### src/rtl/bayer_mosaic_tx.sv
`default_nettype none
// +-------------------------------------------------------------------------+
// | bayer_mosaic_tx                                                         |
// | RGB444 raster to RGGB Bayer samples with address, via an FWFT FIFO.     |
// | Option macro: BAYER_ZERO_FILL_EN (zero the two unselected channels).    |
// | Revision: 1.0                                                           |
// +-------------------------------------------------------------------------+
module bayer_mosaic_tx #(
   parameter int DATA_WIDTH = 12,
   parameter int ADDR_WIDTH = 7,
   parameter int FRAME_W    = 10,
   parameter int FRAME_H    = 10,
   parameter int FIFO_DEPTH = 4
) (
   input  logic                  clk,
   input  logic                  rst,
   input  logic                  start,
   input  logic                  in_valid,
   output logic                  in_ready,
   input  logic [DATA_WIDTH-1:0] in_pix,
   output logic                  out_valid,
   input  logic                  out_ready,
   output logic [DATA_WIDTH-1:0] out_data,
   output logic [ADDR_WIDTH-1:0] out_addr,
   output logic                  busy,
   output logic                  frame_done
);

   localparam int PTR_W = (FIFO_DEPTH > 1) ? $clog2(FIFO_DEPTH) : 1;
   localparam int CNT_W = $clog2(FIFO_DEPTH) + 1;
   localparam int XW    = $clog2(FRAME_W + 1);
   localparam int YW    = $clog2(FRAME_H + 1);
   localparam int ENT_W = ADDR_WIDTH + DATA_WIDTH;

   localparam logic [1:0] S_IDLE  = 2'd0;
   localparam logic [1:0] S_RUN   = 2'd1;
   localparam logic [1:0] S_DRAIN = 2'd2;
   localparam logic [1:0] S_DONE  = 2'd3;

   logic [1:0]            state;
   logic [XW-1:0]         x;
   logic [YW-1:0]         y;
   logic [ADDR_WIDTH-1:0] addr;
   logic [PTR_W-1:0]      wr_ptr;
   logic [PTR_W-1:0]      rd_ptr;
   logic [CNT_W-1:0]      count;
   logic [ENT_W-1:0]      mem [FIFO_DEPTH];

   logic                  push;
   logic                  pop;
   logic                  last_x;
   logic                  last_y;
   logic [DATA_WIDTH-1:0] mosaic;
   logic [ENT_W-1:0]      head;

   assign in_ready   = (state == S_RUN) && (count < CNT_W'(FIFO_DEPTH));
   assign out_valid  = (count != '0);
   assign push       = in_valid && in_ready;
   assign pop        = out_valid && out_ready;
   assign last_x     = (x == XW'(FRAME_W - 1));
   assign last_y     = (y == YW'(FRAME_H - 1));
   assign busy       = (state != S_IDLE);
   assign frame_done = (state == S_DONE);

`ifdef BAYER_ZERO_FILL_EN
   localparam int CH = DATA_WIDTH / 3;
   logic [DATA_WIDTH-1:0] mask;

   // RGGB: even/even is R (top field), odd/odd is B (bottom field), rest G.
   always_comb begin
      mask = '0;
      if (!x[0] && !y[0])
         mask[2*CH +: CH] = '1;
      else if (x[0] && y[0])
         mask[0 +: CH] = '1;
      else
         mask[CH +: CH] = '1;
   end
   assign mosaic = in_pix & mask;
`else
   assign mosaic = in_pix;
`endif

   always_ff @(posedge clk or posedge rst) begin
      if (rst) begin
         state  <= S_IDLE;
         x      <= '0;
         y      <= '0;
         addr   <= '0;
         wr_ptr <= '0;
         rd_ptr <= '0;
         count  <= '0;
      end else begin
         case (state)
            S_IDLE: begin
               if (start) begin
                  state  <= S_RUN;
                  x      <= '0;
                  y      <= '0;
                  addr   <= '0;
                  wr_ptr <= '0;
                  rd_ptr <= '0;
                  count  <= '0;
               end
            end
            S_RUN:   if (push && last_x && last_y) state <= S_DRAIN;
            S_DRAIN: if (count == '0) state <= S_DONE;
            S_DONE:  state <= S_IDLE;
            default: state <= S_IDLE;
         endcase

         // in_ready is low in IDLE, so these never collide with the start clear
         if (push) begin
            wr_ptr <= wr_ptr + PTR_W'(1);
            addr   <= addr + ADDR_WIDTH'(1);
            if (last_x) begin
               x <= '0;
               y <= y + YW'(1);
            end else begin
               x <= x + XW'(1);
            end
         end
         if (pop)
            rd_ptr <= rd_ptr + PTR_W'(1);
         if (push && !pop)
            count <= count + CNT_W'(1);
         else if (!push && pop)
            count <= count - CNT_W'(1);
      end
   end

   always_ff @(posedge clk) begin
      if (push)
         mem[wr_ptr] <= {addr, mosaic};
   end

   assign head     = mem[rd_ptr];
   assign out_addr = out_valid ? head[ENT_W-1:DATA_WIDTH] : '0;
   assign out_data = out_valid ? head[DATA_WIDTH-1:0] : '0;

endmodule
`default_nettype wire

### config.mk
export PLATFORM = sky130hd
export DESIGN_NAME = bayer_mosaic_tx
export DESIGN_NICKNAME = d
export VERILOG_FILES = /design/src/rtl/bayer_mosaic_tx.sv
export SDC_FILE = /design/constraint.sdc
export NUM_CORES = 1
export LEC_CHECK = 0
export CAP_MARGIN = 30
export CELL_PAD_IN_SITES_DETAIL_PLACEMENT = 0
export CELL_PAD_IN_SITES_GLOBAL_PLACEMENT = 1
export CORE_MARGIN = 4
export CORE_UTILIZATION = 43
export DETAILED_ROUTE_END_ITERATION = 7
export DONT_BUFFER_PORTS = 1
export HOLD_SLACK_MARGIN = 0.06
export PLACE_DENSITY_LB_ADDON = 0.1
export RECOVER_POWER = 50
export SYNTH_ARGS = -nofsm -noshare
export SYNTH_HDL_FRONTEND = slang
export SYNTH_SLANG_ARGS = --single-unit
### constraint.sdc
create_clock -name clk -period 2.6 [get_ports clk]
set_clock_uncertainty 0.15 [all_clocks]
set_input_delay 0.13 -clock clk [delete_from_list [all_inputs] [get_ports clk]]
set_output_delay 0.13 -clock clk [all_outputs]
set_load 0.02 [all_outputs]
Word-level counts from Yosys, hierarchy flattened
Memories as Yosys holds them, arrays and structs flattened. Index checks and enable logic that the tools add are counted.

Register bits: 24. Word-level logic and storage cells: 74. Output and inout bits: 23. Input port bits: 17. RAM bits: 76. Memories kept: 1.

Memories: mem (words 4, bits a word 19, read ports 1, clocked after memory_dff 0, write ports 1, RTL line 47) `logic [ENT_W-1:0] mem [FIFO_DEPTH];`.

Mux-type cells: 27. $lt $le $gt $ge: 1. Add/subtract/negate cells: 7. Reduce and logical (&&, ||, !) cells: 23. Equal/unequal tests: 8.

Operator list (count): 4-bit two-way mux (8); 7-bit two-way mux (4); 2-bit two-way mux (7); 12-bit two-way mux (1); 3-bit two-way mux (4); 2-bit nonzero test (5); 3-bit nonzero test (3); 4-bit by 1-bit adder with 4-bit output, second input constant (2); 4-bit equality test, second input constant (2); 2-bit one-hot mux with 4 select lines (1); 7-bit by 1-bit adder with 7-bit output, second input constant (1); 1-bit logical AND (7); 2-bit AND reduction (3); 2-bit by 1-bit adder with 2-bit output, second input constant (2); 2-bit equality test, second input constant (2); 2-bit != test, second input constant (2); 3-bit by 1-bit adder with 3-bit output, second input constant (1); 3-bit logical NOT (1); 3-bit < comparator, second input constant (1); 3-bit AND reduction (1); 3-bit by 1-bit subtractor with 3-bit output, second input constant (1); 2-bit by 1-bit equality test with 1-bit output, second input constant (1); 1-bit logical NOT (2); 2-bit logical NOT (1); 2 further kinds (3).

Logic depth before layout (Yosys ltp)
Depth in word-level cells: 7. Gate-level depth with buffers: 10. Depth with buffers taken out: 10.

Worst setup path before layout
Ideal clock, no wire load.

Kind: register to register. From: reg state[1]. To: mem mem[0][0] in the netlist's numbering, enable pin. Data arrival time: 1.617 ns. Period minus slack after synthesis: 2.144 ns. Required time: 2.073 ns. Stages on the path, launching flop included: 7. Setup time: 0.377 ns. Setup slack: 0.456 ns. Cells stage by stage: dfrtp_1 > inv_1 > ha_1 > nand3b_4 > inv_2 > buf_2 > and2_1.

Word-level cells in the longest chain between the ends: 5.

RTL lines: start: declaration (RTL line 40) `logic [1:0] state;`; start signal: assignment (RTL line 86) `state <= S_IDLE;`; start signal: assignment (RTL line 97) `state <= S_RUN;`; start signal: assignment (RTL line 106) `S_RUN: if (push && last_x && last_y) state <= S_DRAIN;`; 2-bit by 1-bit equality test with 1-bit output (RTL line 56) `assign in_ready = (state == S_RUN) && (count < CNT_W'(FIFO_DEPTH));`; 1-bit logical AND (RTL line 56); 1-bit logical AND (RTL line 58) `assign push = in_valid && in_ready;`; 1-bit two-way mux (RTL line 133) `if (push)`; 1-bit two-way mux (not written as such) (RTL line 134) `mem[wr_ptr] <= {addr, mosaic};`; end: declaration (RTL line 47).

Every way passes these cells.

Worst setup path in the final report
From: reg state[1]. To: reg count[2].

Word-level cells in the longest chain between the ends: 7. Elaborated cells on any way between the ends: 12.

RTL lines: 2-bit by 1-bit equality test with 1-bit output (RTL line 56); 1-bit logical AND (RTL line 56); 1-bit logical AND (RTL line 58); 1-bit logical NOT (RTL line 127) `else if (!push && pop)`; 1-bit logical AND (RTL line 127); 3-bit nonzero test (no source line) or 3-bit two-way mux (tied branches); 2-bit AND reduction (no source line) or 3-bit two-way mux (tied branches); end signal: assignment (RTL line 126) `count <= count + CNT_W'(1);`; end signal: assignment (RTL line 128) `count <= count - CNT_W'(1);`; end: declaration (RTL line 46) `logic [CNT_W-1:0] count;`.

Parallel ways exist; a longest one is shown, timed or not. A chain may end at the register's enable or synchronous reset.

==> results_dict.tcl <==
set metrics [dict create \
    critPathMaxFanout 19 \
    synth_edf_count 76 \
    netlist_instances 279 \
    postCtsSetupBuffers 0 \
    setup_viol 0 \
    crit_type "reg2reg" \
    core_um2 9770 \
    clk_path_buf_depth 2 \
    multi_input_area_um2 1350 \
    p_int_uw 3160 \
    synthDistinctLibCells 35 \
    status "completed" \
    tritoncts "yes" \
    synthesis.nets 315 \
    htree_levels 3 \
    critical_path_arrival_ns 2.40 \
    gp_routability_congestion 0.713 \
    synth.top_cell.area_share_pct 52.7 \
    critPathCaptureType "flip-flop" \
    power.density_nw_per_um2 1020 \
    p_switching_uw 1820 \
    root_buffer "clkbuf_8" \
    p_clk_share_pct 18.8 \
    yosysTopAreaCell "edfxtp_1" \
    route.detailed.drc 0 \
    fillCellCount 846 \
    report.final.slew_viol_count 0 \
    hpwl_mm 4.77 \
    clk_pin_slew_ns 0.10 \
    layout.area.seq_um2 2880 \
    worstRegToRegCells 9 \
    routed_wl_mm 7.73 \
    p_sw_share_pct 36.5 \
    die_h_um 108 \
    synth_ff_type "edfxtp_1" \
    fmax_mhz 441 \
    worst_pin_slew_ns 1.03 \
    synth_seq_area_share_pct 66.5 \
    initial_core_util_pct 44.3 \
    utilization_pct 50.0 \
    hold_path_end "mem[0][8]" \
    area_growth_pct 12.7 \
    top_level_ports 40 \
    r2r_end "count[2]" \
    power_frac_comb_pct 35.1 \
    cts_inserted_buffers 9 \
    ir_worst_vdd_v 0.000544 \
    cap_violations 0 \
    hp-class "in2reg" \
    cpPeakStageDelay_ns 0.42 \
    holdWs_ns 0.331 \
    vias_per_cell 5.18 \
    dr_total_vias 2304 \
    hold_start "in_pix[8]" \
    nets 343 \
    cp-start-kind "flip-flop" \
    ant_nets 0 \
    wl_per_cell_um 17.4 \
    finalHoldViolCount 0 \
    grt_max_degree 22 \
    drt-pass1-iter-count 4 \
    yosysMostFrequentCell "edfxtp_1" \
    synth_area_um2 4330 \
    cpMostUsedCell "ha_1" \
    synthTopCellsByArea "edfxtp_1 (53%), dfrtp_1 (14%), mux4_2 (8.8%)" \
    cp.required_ns 2.73 \
    p_total_uw 4980 \
    grt_pass1_vias 2330 \
    ys_ff_latch 100 \
    ys_warn_count 0 \
    slowest_stage "dfrtp_1" \
    drt-initial-drc-count 119 \
    rsz0062_at_grt "no" \
    holdPathStages 1 \
    insertion_delay_ns 0.35 \
    path_cells "inv_1, ha_1, nand3b_4, inv_2, ha_1, nor3_1, nor2_1, a21oi_1, a31oi_1" \
    fin_crit_ns 2.27 \
    port_buffers 0 \
    r2r_slack_ns 0.33 \
    clock-sinks 100 \
    overflow 0 \
    ys_top_cells_by_count "edfxtp_1 (76), o21ai_0 (25), dfrtp_1 (24)" \
    antenna_found_initial 0 \
    grt_pass1_wl_mm 12.3 \
    design.die.area_um2 11700 \
    rows 36 \
    grt_use_total_pct 13.9 \
    drive_gt1_share_pct 13.8 \
    pwr-share-seq_pct 46.0 \
    async_flop_share_pct 24.0 \
    timing.rr.start "state[1]" \
    chipWidth_um 108 \
    final.period_utilization_pct 87.3 \
    p_leak_uw 0.00179 \
    tns_ns 0 \
    maxSlewHeadroom_pct 31.0 \
    syn_area_per_cell_um2 15.5 \
    num_antenna_cells 0 \
]
power groups by stage:
| stage | registers [µW] | logic (µW) | clock network (µW) |
|---|---|---|---|
| finish | 2290 | 1750 | 937 |
| global route | 2340 | 1940 | 1030 |
| CTS | 2300 | 1820 | 970 |
| detailed placement | 2330 | 1780 | 0 |
| global placement | 2320 | 1750 | 0 |
| floorplan | 2270 | 1420 | 0 |
cell families (layout without fill, tap and decap cells):
| kind of cell | after synthesis | count (layout) | share of synthesized area (%) |
|---|---|---|---|
| XOR/XNOR | 3 | 3 | 0.606 |
| buffers and inverters | 22 | 55 | 2.40 |
| AO/OA/AOI/OAI | 37 | 37 | 4.73 |
| adder cells (fa/ha/maj) | 19 | 19 | 5.49 |
| multiplexers | 21 | 21 | 10.6 |
| flip-flops | 100 | 100 | 66.5 |
| AND/OR/NAND/NOR | 77 | 77 | 9.64 |
flip-flops by register name, summed over array words and instances (netlist names):
signal  flops
addr        7
count       3
mem        76
rd_ptr      2
state       2
wr_ptr      2
x           4
y           4
worst max-delay path: cells and delay by family, from the launching register on:
kind            cells  cell delay [ns]
compound gates      2             0.25
fa+ha+maj           2             0.47
buf+inv             2             0.39
flops               1             0.42
simple gates        3             0.51
placed cells by master (no fill, tap or decap), types with 2 or more instances in the layout:
master	instances
a21oi_1	4
a31oi_1	3
and2_1	23
and3_1	2
buf_12	2
buf_4	4
clkbuf_1	2
clkbuf_8	9
clkinv_4	3
dfrtp_1	24
dlygate4sd3_1	18
edfxtp_1	76
ha_1	19
inv_1	12
inv_8	2
mux4_1	2
mux4_2	17
nand2_1	21
nand3_1	9
nand3b_1	2
nand4_1	2
nor2_1	7
nor2b_1	2
nor3_1	3
nor3b_1	2
o21ai_0	25
xor2_1	2
worst max path at each step:
stage	to	slack [ns]	start
2_1_floorplan	mem[0][0]	0.46	state[1]
3_3_place_gp	addr[4]	0.39	state[1]
3_5_place_dp	x[2]	0.28	state[1]
4_1_cts	addr[6]	0.24	state[1]
5_1_grt	count[2]	0.11	state[1]
6_report	count[2]	0.33	state[1]
cell type report:
type / instances / share of cell area (%)
clock inverters: 6 / 1.15
multi-input cells: 157 / 27.5
flip-flops and latches: 100 / 59.0
repair buffers: 26 / 5.30
well taps: 133 / 3.41
inverters: 13 / 0.999
clock buffers: 10 / 2.61
what timing repair did:
item                                   4_1_cts  5_1_grt
hold buffers                                17        1
gates resized for setup                      0        1
endpoints found under the hold margin       88        5
setup endpoints to repair                    0        1
routing by layer:
metal / up-vias / track usage [%] / wire length [µm]
met3: 12 / 2.33 / 253
met1: 1162 / 19.0 / 3560
met5: - / 0 / 0
met4: 0 / 5.41 / 121
met2: 36 / 22.3 / 3800
li1: 1094 / - / -
per-stage QoR:
stage / instances / setup WS [ns] / cell area (µm²)
after floorplan: 279 / 0.456 / 4330
after global placement: 410 / 0.388 / 4520
after detailed placement: 411 / 0.280 / 4550
after global routing: 445 / 0.114 / 4890
final: 445 / 0.331 / 4890
after CTS: 444 / 0.236 / 4900
Power figures use the tool's default switching activity.
